$ cat config.mk
export PLATFORM = sky130hd
export DESIGN_NAME = uart_link_ctrl
export DESIGN_NICKNAME = d
export VERILOG_FILES = /design/src/rtl/link_pkg.sv /design/src/rtl/peer_ready_watchdog.sv /design/src/rtl/uart_link_ctrl.sv
export SDC_FILE = /design/constraint.sdc
export NUM_CORES = 1
export LEC_CHECK = 0
export ABC_AREA = 1
export BUFFER_PORTS_ARGS = -buffer_cell sky130_fd_sc_hd__buf_2
export CAP_MARGIN = 20
export CORE_ASPECT_RATIO = 1.75
export CORE_MARGIN = 2
export CORE_UTILIZATION = 40
export CTS_CLUSTER_SIZE = 10
export DETAILED_ROUTE_END_ITERATION = 12
export SLEW_MARGIN = 20
export SYNTH_ARGS = -nofsm -noshare
export SYNTH_HDL_FRONTEND = slang
export SYNTH_SLANG_ARGS = --single-unit
$ cat constraint.sdc
create_clock -name clk -period 3.2 [get_ports clk]
set_input_delay 0.48 -clock clk [delete_from_list [all_inputs] [get_ports clk]]
set_output_delay 0.48 -clock clk [all_outputs]
set_load 0.005 [all_outputs]
$ cat src/rtl/link_pkg.sv
// Link protocol characters shared with the UART sender, plus the round FSM encoding.
// Encoding is visible on link_state for on-screen debug, so values are fixed.
package link_pkg;
    localparam logic [7:0] CHAR_R = 8'h52;
    localparam logic [7:0] CHAR_L = 8'h4C;

    localparam int LINK_STATE_W = 3;
    localparam logic [LINK_STATE_W-1:0] IDLE      = 3'd0;
    localparam logic [LINK_STATE_W-1:0] WAIT_PEER = 3'd1;
    localparam logic [LINK_STATE_W-1:0] PLAYING   = 3'd2;
    localparam logic [LINK_STATE_W-1:0] WIN       = 3'd3;
    localparam logic [LINK_STATE_W-1:0] LOSE      = 3'd4;
endpackage

$ cat src/rtl/peer_ready_watchdog.sv
// Peer-ready flag: set by a kick, dropped TIMEOUT_CYCLES after the last kick; clear has priority.
// One cycle from kick/clear to ready; counter saturates once the timeout has elapsed.
module peer_ready_watchdog #(
    parameter int TIMEOUT_CYCLES = 32_500_000
) (
    input  logic clk,
    input  logic rst,
    input  logic clear,
    input  logic kick,
    output logic ready
);
    localparam int CNT_W = (TIMEOUT_CYCLES > 2) ? $clog2(TIMEOUT_CYCLES) : 1;
    localparam logic [CNT_W-1:0] LAST = CNT_W'(TIMEOUT_CYCLES - 1);

    logic [CNT_W-1:0] cnt;

    // ready falls on the same edge the count reaches LAST, i.e. TIMEOUT_CYCLES after the kick
    always_ff @(posedge clk) begin
        if (rst || clear) begin
            cnt   <= '0;
            ready <= 1'b0;
        end else if (kick) begin
            cnt   <= '0;
            ready <= 1'b1;
        end else if (cnt != LAST) begin
            cnt <= cnt + 1'b1;
            if (cnt == LAST - 1'b1) begin
                ready <= 1'b0;
            end
        end
    end
endmodule

$ cat src/rtl/uart_link_ctrl.sv
// Drains the UART rx FIFO, decodes 'R'/'L' and runs the multiplayer round FSM; all outputs registered.
// A byte is accepted when rx_empty=0 and no pop is pending, so pops are at least two cycles apart.
module uart_link_ctrl
    import link_pkg::*;
#(
    parameter int TIMEOUT_CYCLES = 32_500_000,
    parameter int BAD_CNT_W      = 8
) (
    input  logic                    clk,
    input  logic                    rst,
    input  logic                    rx_empty,
    input  logic [7:0]              r_data,
    input  logic                    multiplayer,
    input  logic                    player_ready,
    input  logic                    game_over,
    output logic                    rd_uart,
    output logic                    game_start,
    output logic                    opponent_ready,
    output logic                    opponent_lost,
    output logic [LINK_STATE_W-1:0] link_state,
    output logic [BAD_CNT_W-1:0]    bad_byte_cnt
);
    logic                    accept;
    logic                    r_hit;
    logic                    l_hit;
    logic                    peer_ok;
    logic                    ready_rise;
    logic                    player_ready_q;
    logic [LINK_STATE_W-1:0] state_nxt;
    logic                    game_start_nxt;
    logic                    opponent_lost_nxt;

    assign accept     = !rx_empty && !rd_uart;
    assign r_hit      = accept && (r_data == CHAR_R);
    assign l_hit      = accept && (r_data == CHAR_L);
    // an 'R' accepted this cycle counts immediately so game_start lands one cycle after acceptance
    assign peer_ok    = opponent_ready || r_hit;
    assign ready_rise = player_ready && !player_ready_q;

    always_ff @(posedge clk) begin
        if (rst) begin
            rd_uart        <= 1'b0;
            player_ready_q <= 1'b0;
            bad_byte_cnt   <= '0;
        end else begin
            rd_uart        <= accept;
            player_ready_q <= player_ready;
            if (accept && !r_hit && !l_hit && (bad_byte_cnt != '1)) begin
                bad_byte_cnt <= bad_byte_cnt + 1'b1;
            end
        end
    end

    peer_ready_watchdog #(
        .TIMEOUT_CYCLES(TIMEOUT_CYCLES)
    ) u_watchdog (
        .clk  (clk),
        .rst  (rst),
        .clear(!multiplayer),
        .kick (r_hit),
        .ready(opponent_ready)
    );

    always_ff @(posedge clk) begin
        if (rst) begin
            link_state <= IDLE;
        end else begin
            link_state <= state_nxt;
        end
    end

    always_comb begin
        state_nxt = link_state;
        if (!multiplayer) begin
            state_nxt = IDLE;
        end else begin
            case (link_state)
                IDLE:      if (player_ready) state_nxt = WAIT_PEER;
                WAIT_PEER: begin
                    if (!player_ready) state_nxt = IDLE;
                    else if (peer_ok)  state_nxt = PLAYING;
                end
                // a local loss outranks a simultaneous peer 'L': ours is already on the wire
                PLAYING: begin
                    if (game_over)  state_nxt = LOSE;
                    else if (l_hit) state_nxt = WIN;
                end
                WIN, LOSE: if (ready_rise) state_nxt = WAIT_PEER;
                default:   state_nxt = IDLE;
            endcase
        end
    end

    always_comb begin
        game_start_nxt    = (link_state == WAIT_PEER) && (state_nxt == PLAYING);
        opponent_lost_nxt = (state_nxt == WIN);
    end

    always_ff @(posedge clk) begin
        if (rst) begin
            game_start    <= 1'b0;
            opponent_lost <= 1'b0;
        end else begin
            game_start    <= game_start_nxt;
            opponent_lost <= opponent_lost_nxt;
        end
    end
endmodule

==> results of run 1 <==
[cells by family after synthesis]
group | after synthesis | synth area share
flops | 41 | 0.3713
compound gates | 41 | 0.09904
buf+inv | 44 | 0.07640
xor+xnor | 10 | 0.03961
simple gates | 175 | 0.3967
fa+ha+maj | 3 | 0.01698
[flip-flops by register name, summed over array words and instances (netlist names)]
signal            flops
link_state            3
u_watchdog.ready      1
u_watchdog.cnt       25
player_ready_q        1
game_start            1
opponent_lost         1
bad_byte_cnt          8
rd_uart               1
[routing by layer]
layer / vias to the layer above / GRT usage
li1: 1089 / -
met1: 924 / 0.1868
met2: 38 / 0.3411
met3: 8 / 0.02911
met4: 0 / 0.07350
met5: - / 0
[cells in the final DEF, fill, tap and decap left out, drive strengths merged, types with 2 or more instances in the layout]
cell / netlist / layout
nand2: 62 / 62
nor2: 54 / 54
dfxtp: 41 / 41
inv: 41 / 41
nand3: 29 / 29
buf: 3 / 28
a21oi: 24 / 24
nor3: 16 / 16
o21ai: 11 / 11
nand4: 7 / 7
clkbuf: 0 / 7
xor2: 6 / 6
xnor2: 4 / 4
o21a: 3 / 3
ha: 3 / 3
a31oi: 2 / 2
nand3b: 2 / 2
[power by group]
group	total [mW]	switching (mW)	leakage [nW]	internal [mW]
registers	0.520	0.00529	0.331	0.515
clock network	0.436	0.181	0.0585	0.254
logic	0.0516	0.0327	0.684	0.0189
total	1.01	0.219	1.07	0.788
[area by class of cell]
class                      count  area share
clock buffer                   7     0.03392
clock inverter                 1     0.01180
inverter                      41     0.06047
multi-input combinational    229      0.4798
sequential                    41      0.3225
tap                           74     0.03638
timing repair buffer          28     0.05506
[Yosys cell counts, types with 2 or more instances]
cell type  count  area [um2]
buf_2          3       15.01
nand3_2        2       20.02
inv_1         39       146.4
xnor2_1        4       35.03
nor2_1        45       168.9
o21ai_1        5       25.02
nand2_2        3       18.77
nand2_1       57       214.0
nor2_2         4       25.02
nor2_4         5       56.30
dfxtp_1       41       820.8
o21a_1         3       22.52
nand2_4        2       22.52
ha_1           3       37.54
inv_2          2       7.510
nor3_1        10       50.05
xor2_1         6       52.55
nand4_1        6       37.54
a21oi_1       24       120.1
a31oi_1        2       12.51
nand3b_1       2       15.01
nand3_1       27       135.1
o21ai_0        6       30.03
nor3_2         6       60.06
[worst min-delay path by stage]
stage | slack (ns) | cells past startpoint | endpoint | start
after floorplan | 0.44 | 1 | rd_uart | rd_uart
after global placement | 0.45 | 1 | rd_uart | rd_uart
after detailed placement | 0.46 | 1 | rd_uart | rd_uart
after CTS | 0.36 | 2 | rd_uart | rx_empty
after global routing | 0.36 | 2 | rd_uart | rx_empty
final | 0.36 | 2 | rd_uart | rx_empty
[per-stage QoR]
stage	setup slack, ns	area [um2]	hold WS [ns]
2_1_floorplan	1.781	2211	0.4448
3_3_place_gp	1.149	2429	0.4505
3_5_place_dp	1.142	2429	0.4561
4_1_cts	1.392	2545	0.3590
5_1_grt	1.197	2545	0.3623
6_report	1.411	2545	0.3605
==> impl_metrics.env, run 1 <==
export IMPL_vias_per_cell=4.891
export IMPL_final_util=0.4803
export IMPL_gp_congestion=0.7987
export IMPL_post_cts_setup_buffers=0
export IMPL_rr_endpoint="u_watchdog.cnt[0]"
export IMPL_fill_cells=560
export IMPL_drt_iter0_drc=50
export IMPL_met1_length_um=1984
export IMPL_cts_sinks=41
export IMPL_crit_top_cell="nor2_1"
export IMPL_overflow=0
export IMPL_ys_ff_latch=41
export IMPL_tightest_slew_ns=0.5363
export IMPL_multi_input_area_mm2=0.001221
export IMPL_synth_yosys_seq_area_share=0.3713
export IMPL_die_y_um=102.4
export IMPL_post_synth_cell_area_avg_um2=7.041
export IMPL_finalHoldViolations=0
export IMPL_finalPower_mw=1.007
export IMPL_syn_inst=314
export IMPL_grt_pass1_wl_um=8480
export IMPL_root_buffer="clkbuf_8"
export IMPL_setup_worst_path_end="u_watchdog.cnt[0]"
export IMPL_p_per_area_mw_per_mm2=395.8
export IMPL_cts_resized_gates=0
export IMPL_core_area_mm2=0.005299
export IMPL_drt_drc_violations_left=0
export IMPL_start_kind="register"
export IMPL_wl_per_cell_um=11.73
export IMPL_io_pins=29
export IMPL_critPathLaunch="rd_uart"
export IMPL_clk_pin_slew_ns=0.08
export IMPL_cp_end_kind="register"
export IMPL_slowest_delay_ns=0.43
export IMPL_antenna_found_initial=0
export IMPL_synthArstFlopShare=0
export IMPL_synth_ff_type="dfxtp_1"
export IMPL_start_util=0.4172
export IMPL_synth_nets=331
export IMPL_die_area_mm2=0.006161
export IMPL_hpwlAfterDp_um=3802
export IMPL_dieWidth_um=60.20
export IMPL_maxCapViolCount=0
export IMPL_cts_tree="built"
export IMPL_cpLargestDelayFamily="simple AND/OR/NAND/NOR gates"
export IMPL_fin_nets=363
export IMPL_synth_edf_count=0
export IMPL_clock_latency_ns=0.30
export IMPL_path_cells="nor2_1 -> nand3_1 -> nand2_1 -> inv_1 -> o21ai_0 -> nor2_1"
export IMPL_fin_setup_tns_ns=0
export IMPL_hold_buffers=0
export IMPL_critPathArrivalTime_ns=1.97
export IMPL_outcome="complete, no violations"
export IMPL_clockBufferDepth=2
export IMPL_regArea_um2=820.8
export IMPL_crit_buf_inv=1
export IMPL_drtAntennaViolNets=0
export IMPL_top_layer="met4"
export IMPL_slew_violations=0
export IMPL_drive_above_1_share=0.1758
export IMPL_path_class="register to register"
export IMPL_io_buffers=28
export IMPL_finalClockSkew_ns=0.01010
export IMPL_dr_wl_met3_um=159
export IMPL_ys_types=31
export IMPL_cp_data_required_time_ns=3.38
export IMPL_finalSetupViolCount=0
export IMPL_worstRegToRegCells=6
export IMPL_final_min_clock_period_ns=1.789
export IMPL_cp_slowest_cell="nand2_1"
export IMPL_slew_headroom=0.6416
export IMPL_n_antenna_cell=0
export IMPL_rows=35
export IMPL_synth_yosys_warnings=0
export IMPL_fin_crit_sh=0.5592
export IMPL_cts_buffers=5
export IMPL_synth_area_mm2=0.002211
export IMPL_cp_max_fo=14
export IMPL_stdcell_count=421
export IMPL_wl_met2_um=2694
export IMPL_dp_cells=413
export IMPL_leakagePower_nw=1.073
export IMPL_grt_max_degree=15
export IMPL_htree_num_levels=2
export IMPL_wl_um=4939
export IMPL_vias=2059
export IMPL_rr_startpoint="rd_uart"
export IMPL_firstDrtPassIters=4
export IMPL_first_global_vias=1979
export IMPL_area_growth_pct=15.11
export IMPL_hp_class="input port to register"
export IMPL_r2r_slack_ns=1.41
export IMPL_worstSetupPathDepth=6
export IMPL_grt_usage=0.1799
export IMPL_fmax_ghz=0.5589
export IMPL_rsz0062_at_grt="false"
export IMPL_peakVddDrop_mv=0.2131
Power figures use the tool's default switching activity.
==> run 2: changes to the inputs <==
==> constraint.sdc (replaced) <==
create_clock -name clk -period 1.8 [get_ports clk]
set_input_delay 0.27 -clock clk [delete_from_list [all_inputs] [get_ports clk]]
set_output_delay 0.27 -clock clk [all_outputs]
set_load 0.005 [all_outputs]
==> impl_metrics.env, run 2 (same netlist as run 1, synthesis figures left out) <==
export IMPL_cp_end_kind="register"
export IMPL_overflow=0
export IMPL_final_common_cell="nand2_1"
export IMPL_firstDrtPassIters=4
export IMPL_core_area_mm2=0.005299
export IMPL_io_pins=29
export IMPL_fin_nets=364
export IMPL_cts_buffers=5
export IMPL_vias_per_cell=4.915
export IMPL_io_buffers=28
export IMPL_start_util=0.4172
export IMPL_fmax_ghz=0.6257
export IMPL_root_buffer="clkbuf_8"
export IMPL_p_per_area_mw_per_mm2=644.1
export IMPL_met1_length_um=2066
export IMPL_grt_pass1_wl_um=8935
export IMPL_critPathLaunch="u_watchdog.cnt[0]"
export IMPL_drt_iter0_drc=108
export IMPL_maxCapViolCount=0
export IMPL_vias=2074
export IMPL_cts_tree="built"
export IMPL_slew_headroom=0.7273
export IMPL_final_cell_mix="nand2_1 (57), nor2_1 (45), dfxtp_1 (41), inv_1 (39), buf_2 (28)"
export IMPL_wl_met2_um=2867
export IMPL_clock_latency_ns=0.29
export IMPL_grt_max_degree=14
export IMPL_hpwlAfterDp_um=4038
export IMPL_wl_um=5183
export IMPL_hp_start="rx_empty"
export IMPL_n_antenna_cell=0
export IMPL_final_min_clock_period_ns=1.598
export IMPL_rr_startpoint="u_watchdog.cnt[0]"
export IMPL_post_cts_setup_buffers=0
export IMPL_top_layer="met4"
export IMPL_combinationalPowerShare=0.057
export IMPL_finalSetupViolCount=0
export IMPL_critPathArrivalTime_ns=1.79
export IMPL_drive_above_1_share=0.1810
export IMPL_cp_max_fo=7
export IMPL_drt_drc_violations_left=0
export IMPL_fin_crit_sh=0.8879
export IMPL_largest_reg_flops=25
export IMPL_area_growth_pct=14.09
export IMPL_clk_pin_slew_ns=0.08
export IMPL_largest_register="u_watchdog.cnt"
export IMPL_outcome="complete, no violations"
export IMPL_finalClockSkew_ns=0.008744
export IMPL_seqPwrFrac=0.569
export IMPL_die_area_mm2=0.006161
export IMPL_hold_buffers=0
export IMPL_die_y_um=102.4
export IMPL_cts_sinks=41
export IMPL_fill_cells=568
export IMPL_tightest_slew_ns=0.4085
export IMPL_cp_data_required_time_ns=1.99
export IMPL_grt_usage=0.1912
export IMPL_p_clk_frac=0.374
export IMPL_wl_per_cell_um=12.28
export IMPL_clockBufferDepth=2
export IMPL_whs_ns=0.1412
export IMPL_antenna_found_initial=0
export IMPL_largestRegisters="u_watchdog.cnt: 25 flops, bad_byte_cnt: 8 flops, link_state: 3 flops"
export IMPL_htree_num_levels=2
export IMPL_hp_class="input port to register"
export IMPL_finalHoldViolations=0
export IMPL_internal_power_mw=1.219
export IMPL_rows=35
export IMPL_dieWidth_um=60.20
export IMPL_swShare=0.2499
export IMPL_drtAntennaViolNets=0
export IMPL_leakagePower_nw=1.063
export IMPL_path_class="register to register"
export IMPL_fin_setup_tns_ns=0
export IMPL_peakVddDrop_mv=0.4379
export IMPL_cts_resized_gates=0
export IMPL_dr_wl_met3_um=139
export IMPL_start_kind="register"
export IMPL_rsz0062_at_grt="false"
export IMPL_slew_violations=0
export IMPL_gp_congestion=0.8296
export IMPL_first_global_vias=2035
export IMPL_p_switching_uw=406.1
[run 2: cell types whose count changed in the layout (fill, tap and decap cells not counted)]
cell,change
clkbuf_8,-1
clkbuf_1,-1
clkinv_2,+2
buf_4,+1
bufinv_16,-1
clkinvlp_4,+1
[run 2: power groups by stage]
stage               Clock [mW]  Sequential (mW)  Combinational (mW)
CTS                      0.636            0.925              0.0945
floorplan                    0            0.945              0.0558
detailed placement           0            0.946              0.0942
global placement             0            0.946              0.0935
global route             0.676            0.927               0.108
finish                   0.607            0.925              0.0930
[run 2: path summary, 6_finish.rpt]
check | slack (ns) | cells past startpoint | end
setup / recovery | 0.20 | 8 | u_watchdog.cnt[20]
hold / removal | 0.14 | 2 | rd_uart
setup reg to reg | 0.20 | 8 | u_watchdog.cnt[20]
hold reg to reg | 0.44 | 1 | rd_uart
[run 2: area by class of cell]
cell class / count / area [um2] / share of cell area
Tap cell: 74 / 92.59 / 0.03671
Timing Repair Buffer: 29 / 147.6 / 0.05853
Multi-Input combinational cell: 229 / 1221 / 0.4841
Inverter: 41 / 153.9 / 0.06101
Clock inverter: 3 / 17.52 / 0.006944
Sequential cell: 41 / 820.8 / 0.3254
Clock buffer: 5 / 68.82 / 0.02728
[run 2: per-layer routing]
layer,vias to the layer above,GRT usage
met5,-,0
met4,0,0.08034
met3,6,0.02658
met2,35,0.3721
met1,948,0.1911
li1,1085,-
[run 2: worst max-delay path, cell delays in order, from the launching register on]
cell	delay [ns]
dfxtp_1	0.39
ha_1	0.23
inv_1	0.08
nor2_4	0.17
nand4_4	0.16
nor2_4	0.21
nand3_2	0.09
o21ai_1	0.12
a21oi_1	0.05
[run 2: stage by stage]
step                      setup WS [ns]    util  area, um2  std cells  total power [mW]
after floorplan                  0.3809       -       2211        314             1.001
after global placement           0.2597  0.4597       2436        414             1.039
after detailed placement         0.1856  0.4597       2436        414             1.040
after CTS                        0.1888  0.4760       2522        422             1.656
after global routing            0.04783  0.4760       2522        422             1.711
final                            0.2018  0.4760       2522        422             1.625
==> run 3: changes to the inputs <==
--- a/config.mk
+++ b/config.mk
@@ -10,9 +10,10 @@
 export CAP_MARGIN = 20
 export CORE_ASPECT_RATIO = 1.75
 export CORE_MARGIN = 2
-export CORE_UTILIZATION = 40
+export CORE_UTILIZATION = 57
 export CTS_CLUSTER_SIZE = 10
 export DETAILED_ROUTE_END_ITERATION = 12
+export PLACE_DENSITY_LB_ADDON = 0.2
 export SLEW_MARGIN = 20
 export SYNTH_ARGS = -nofsm -noshare
 export SYNTH_HDL_FRONTEND = slang
==> impl_metrics.env, run 3 (same netlist as run 1, synthesis figures left out) <==
export IMPL_finalPower_mw=1.898
export IMPL_maxCapViolCount=0
export IMPL_cts_buffers=5
export IMPL_worstRegToRegCells=8
export IMPL_r2r_slack_ns=0.14
export IMPL_rr_startpoint="u_watchdog.cnt[0]"
export IMPL_fmax_ghz=0.6023
export IMPL_die_area_mm2=0.004413
export IMPL_drtAntennaViolNets=0
export IMPL_final_common_cell="nand2_1"
export IMPL_cts_tree="built"
export IMPL_p_clk_frac=0.464
export IMPL_grt_pass1_wl_um=8500
export IMPL_cp_data_required_time_ns=1.99
export IMPL_final_min_clock_period_ns=1.660
export IMPL_vias_per_cell=5.291
export IMPL_hpwlAfterDp_um=3815
export IMPL_wl_um=5015
export IMPL_dieWidth_um=51.08
export IMPL_dp_cells=388
export IMPL_overflow=0
export IMPL_finalClockSkew_ns=0.005143
export IMPL_gp_congestion=0.9156
export IMPL_drt_iter0_drc=36
export IMPL_finalSetupViolCount=0
export IMPL_use_met2=0.4852
export IMPL_finalHoldViolations=0
export IMPL_combinationalPowerShare=0.049
export IMPL_area_growth_pct=15.45
export IMPL_fill_cells=361
export IMPL_cts_sinks=41
export IMPL_htree_num_levels=2
export IMPL_tightest_slew_ns=0.3887
export IMPL_n_antenna_cell=0
export IMPL_hp_start="rx_empty"
export IMPL_drive_above_1_share=0.1857
export IMPL_clock_latency_ns=0.30
export IMPL_peakVddDrop_mv=0.6088
export IMPL_whs_ns=0.1507
export IMPL_holdPathEnd="rd_uart"
export IMPL_leakagePower_nw=1.099
export IMPL_grt_max_degree=14
export IMPL_core_area_mm2=0.003791
export IMPL_seqPwrFrac=0.487
export IMPL_largestRegisters="u_watchdog.cnt: 25 flops, bad_byte_cnt: 8 flops, link_state: 3 flops"
export IMPL_start_kind="register"
export IMPL_rows=30
export IMPL_whs_path_depth=2
export IMPL_swShare=0.2089
export IMPL_drt_drc_violations_left=0
export IMPL_largest_register="u_watchdog.cnt"
export IMPL_cp_end_kind="register"
export IMPL_clk_pin_slew_ns=0.08
export IMPL_cp_max_fo=6
export IMPL_gr_usage_met3=0.03621
export IMPL_largest_reg_flops=25
export IMPL_slew_violations=0
export IMPL_p_per_area_mw_per_mm2=743.6
export IMPL_p_switching_uw=396.5
export IMPL_critPathArrivalTime_ns=1.85
export IMPL_grt_usage=0.2519
export IMPL_firstDrtPassIters=5
export IMPL_clockBufferDepth=2
export IMPL_grt_busiest_layer="met2"
export IMPL_wl_per_cell_um=12.60
export IMPL_stdcell_count=398
export IMPL_root_buffer="clkbuf_8"
export IMPL_io_buffers=28
export IMPL_use_met1=0.2459
export IMPL_slew_headroom=0.7385
export IMPL_path_class="register to register"
export IMPL_hp_class="input port to register"
export IMPL_die_y_um=86.39
export IMPL_first_global_vias=2066
export IMPL_antenna_found_initial=0
export IMPL_outcome="complete, no violations"
export IMPL_io_pins=29
export IMPL_final_cell_mix="nand2_1 (57), nor2_1 (45), dfxtp_1 (41), inv_1 (39), buf_2 (28)"
export IMPL_fin_nets=366
export IMPL_cts_resized_gates=0
export IMPL_vias=2106
export IMPL_internal_power_mw=1.501
export IMPL_hold_buffers=0
export IMPL_fin_crit_sh=0.9224
export IMPL_start_util=0.5832
export IMPL_rr_endpoint="u_watchdog.cnt[20]"
[run 3: changes by cell type in the layout (fill, tap and decap cells not counted)]
cell	before	now
buf_4	1	3
clkinv_2	2	1
clkinvlp_4	1	0
bufinv_16	0	2
[run 3: critical path, stage by stage (launching register included)]
cell	delay (ns)
dfxtp_1	0.38
ha_1	0.25
inv_1	0.09
nor2_4	0.17
nand4_4	0.15
nor2_4	0.22
nand3_2	0.10
o21ai_1	0.14
a21oi_1	0.05
[run 3: layout make-up]
type,count,area (um2),share of cell area
flip-flops and latches,41,820.8,0.3216
clock inverters,3,65.06,0.02549
repair buffers,31,162.7,0.06373
well taps,48,60.06,0.02353
inverters,41,153.9,0.06029
multi-input cells,229,1221,0.4784
clock buffers,5,68.82,0.02696
[run 3: stage by stage]
stage | utilization | setup TNS, ns | cell area [um2] | worst slack (ns)
2_1_floorplan | - | 0 | 2211 | 0.3809
3_3_place_gp | 0.6340 | 0 | 2404 | 0.2666
3_5_place_dp | 0.6340 | 0 | 2404 | 0.2038
4_1_cts | 0.6693 | 0 | 2537 | 0.1760
5_1_grt | 0.6733 | -0.001765 | 2552 | -0.001765
6_report | 0.6733 | 0 | 2552 | 0.1396
[run 3: timing repair]
action | CTS | global route
setup endpoints to repair | 0 | 1
setup buffers | 0 | 2
hold endpoints to repair | 0 | 0
[run 3: how the worst max path moves through the flow]
stage                            startpoint            endpoint  slack (ns)
after global routing      u_watchdog.cnt[1]  u_watchdog.cnt[20]      -0.002
after CTS                 u_watchdog.cnt[0]  u_watchdog.cnt[20]        0.18
after global placement    u_watchdog.cnt[0]  u_watchdog.cnt[20]        0.27
final                     u_watchdog.cnt[0]  u_watchdog.cnt[20]        0.14
after detailed placement  u_watchdog.cnt[0]  u_watchdog.cnt[20]        0.20
after floorplan           u_watchdog.cnt[1]  u_watchdog.cnt[20]        0.38
[run 3: layer usage]
metal  part of all wire  up-vias
met1               0.38      945
li1                   -     1093
met2               0.56       53
met5                  0        -
met3              0.035       15
met4              0.030        0
[run 3: power by group through the flow]
stage | clock [mW] | combinational, mW | sequential, mW
4_1_cts | 0.890 | 0.0932 | 0.924
3_5_place_dp | 0 | 0.0930 | 0.945
2_1_floorplan | 0 | 0.0558 | 0.945
6_report | 0.881 | 0.0929 | 0.924
3_3_place_gp | 0 | 0.0913 | 0.945
5_1_grt | 0.923 | 0.107 | 0.926
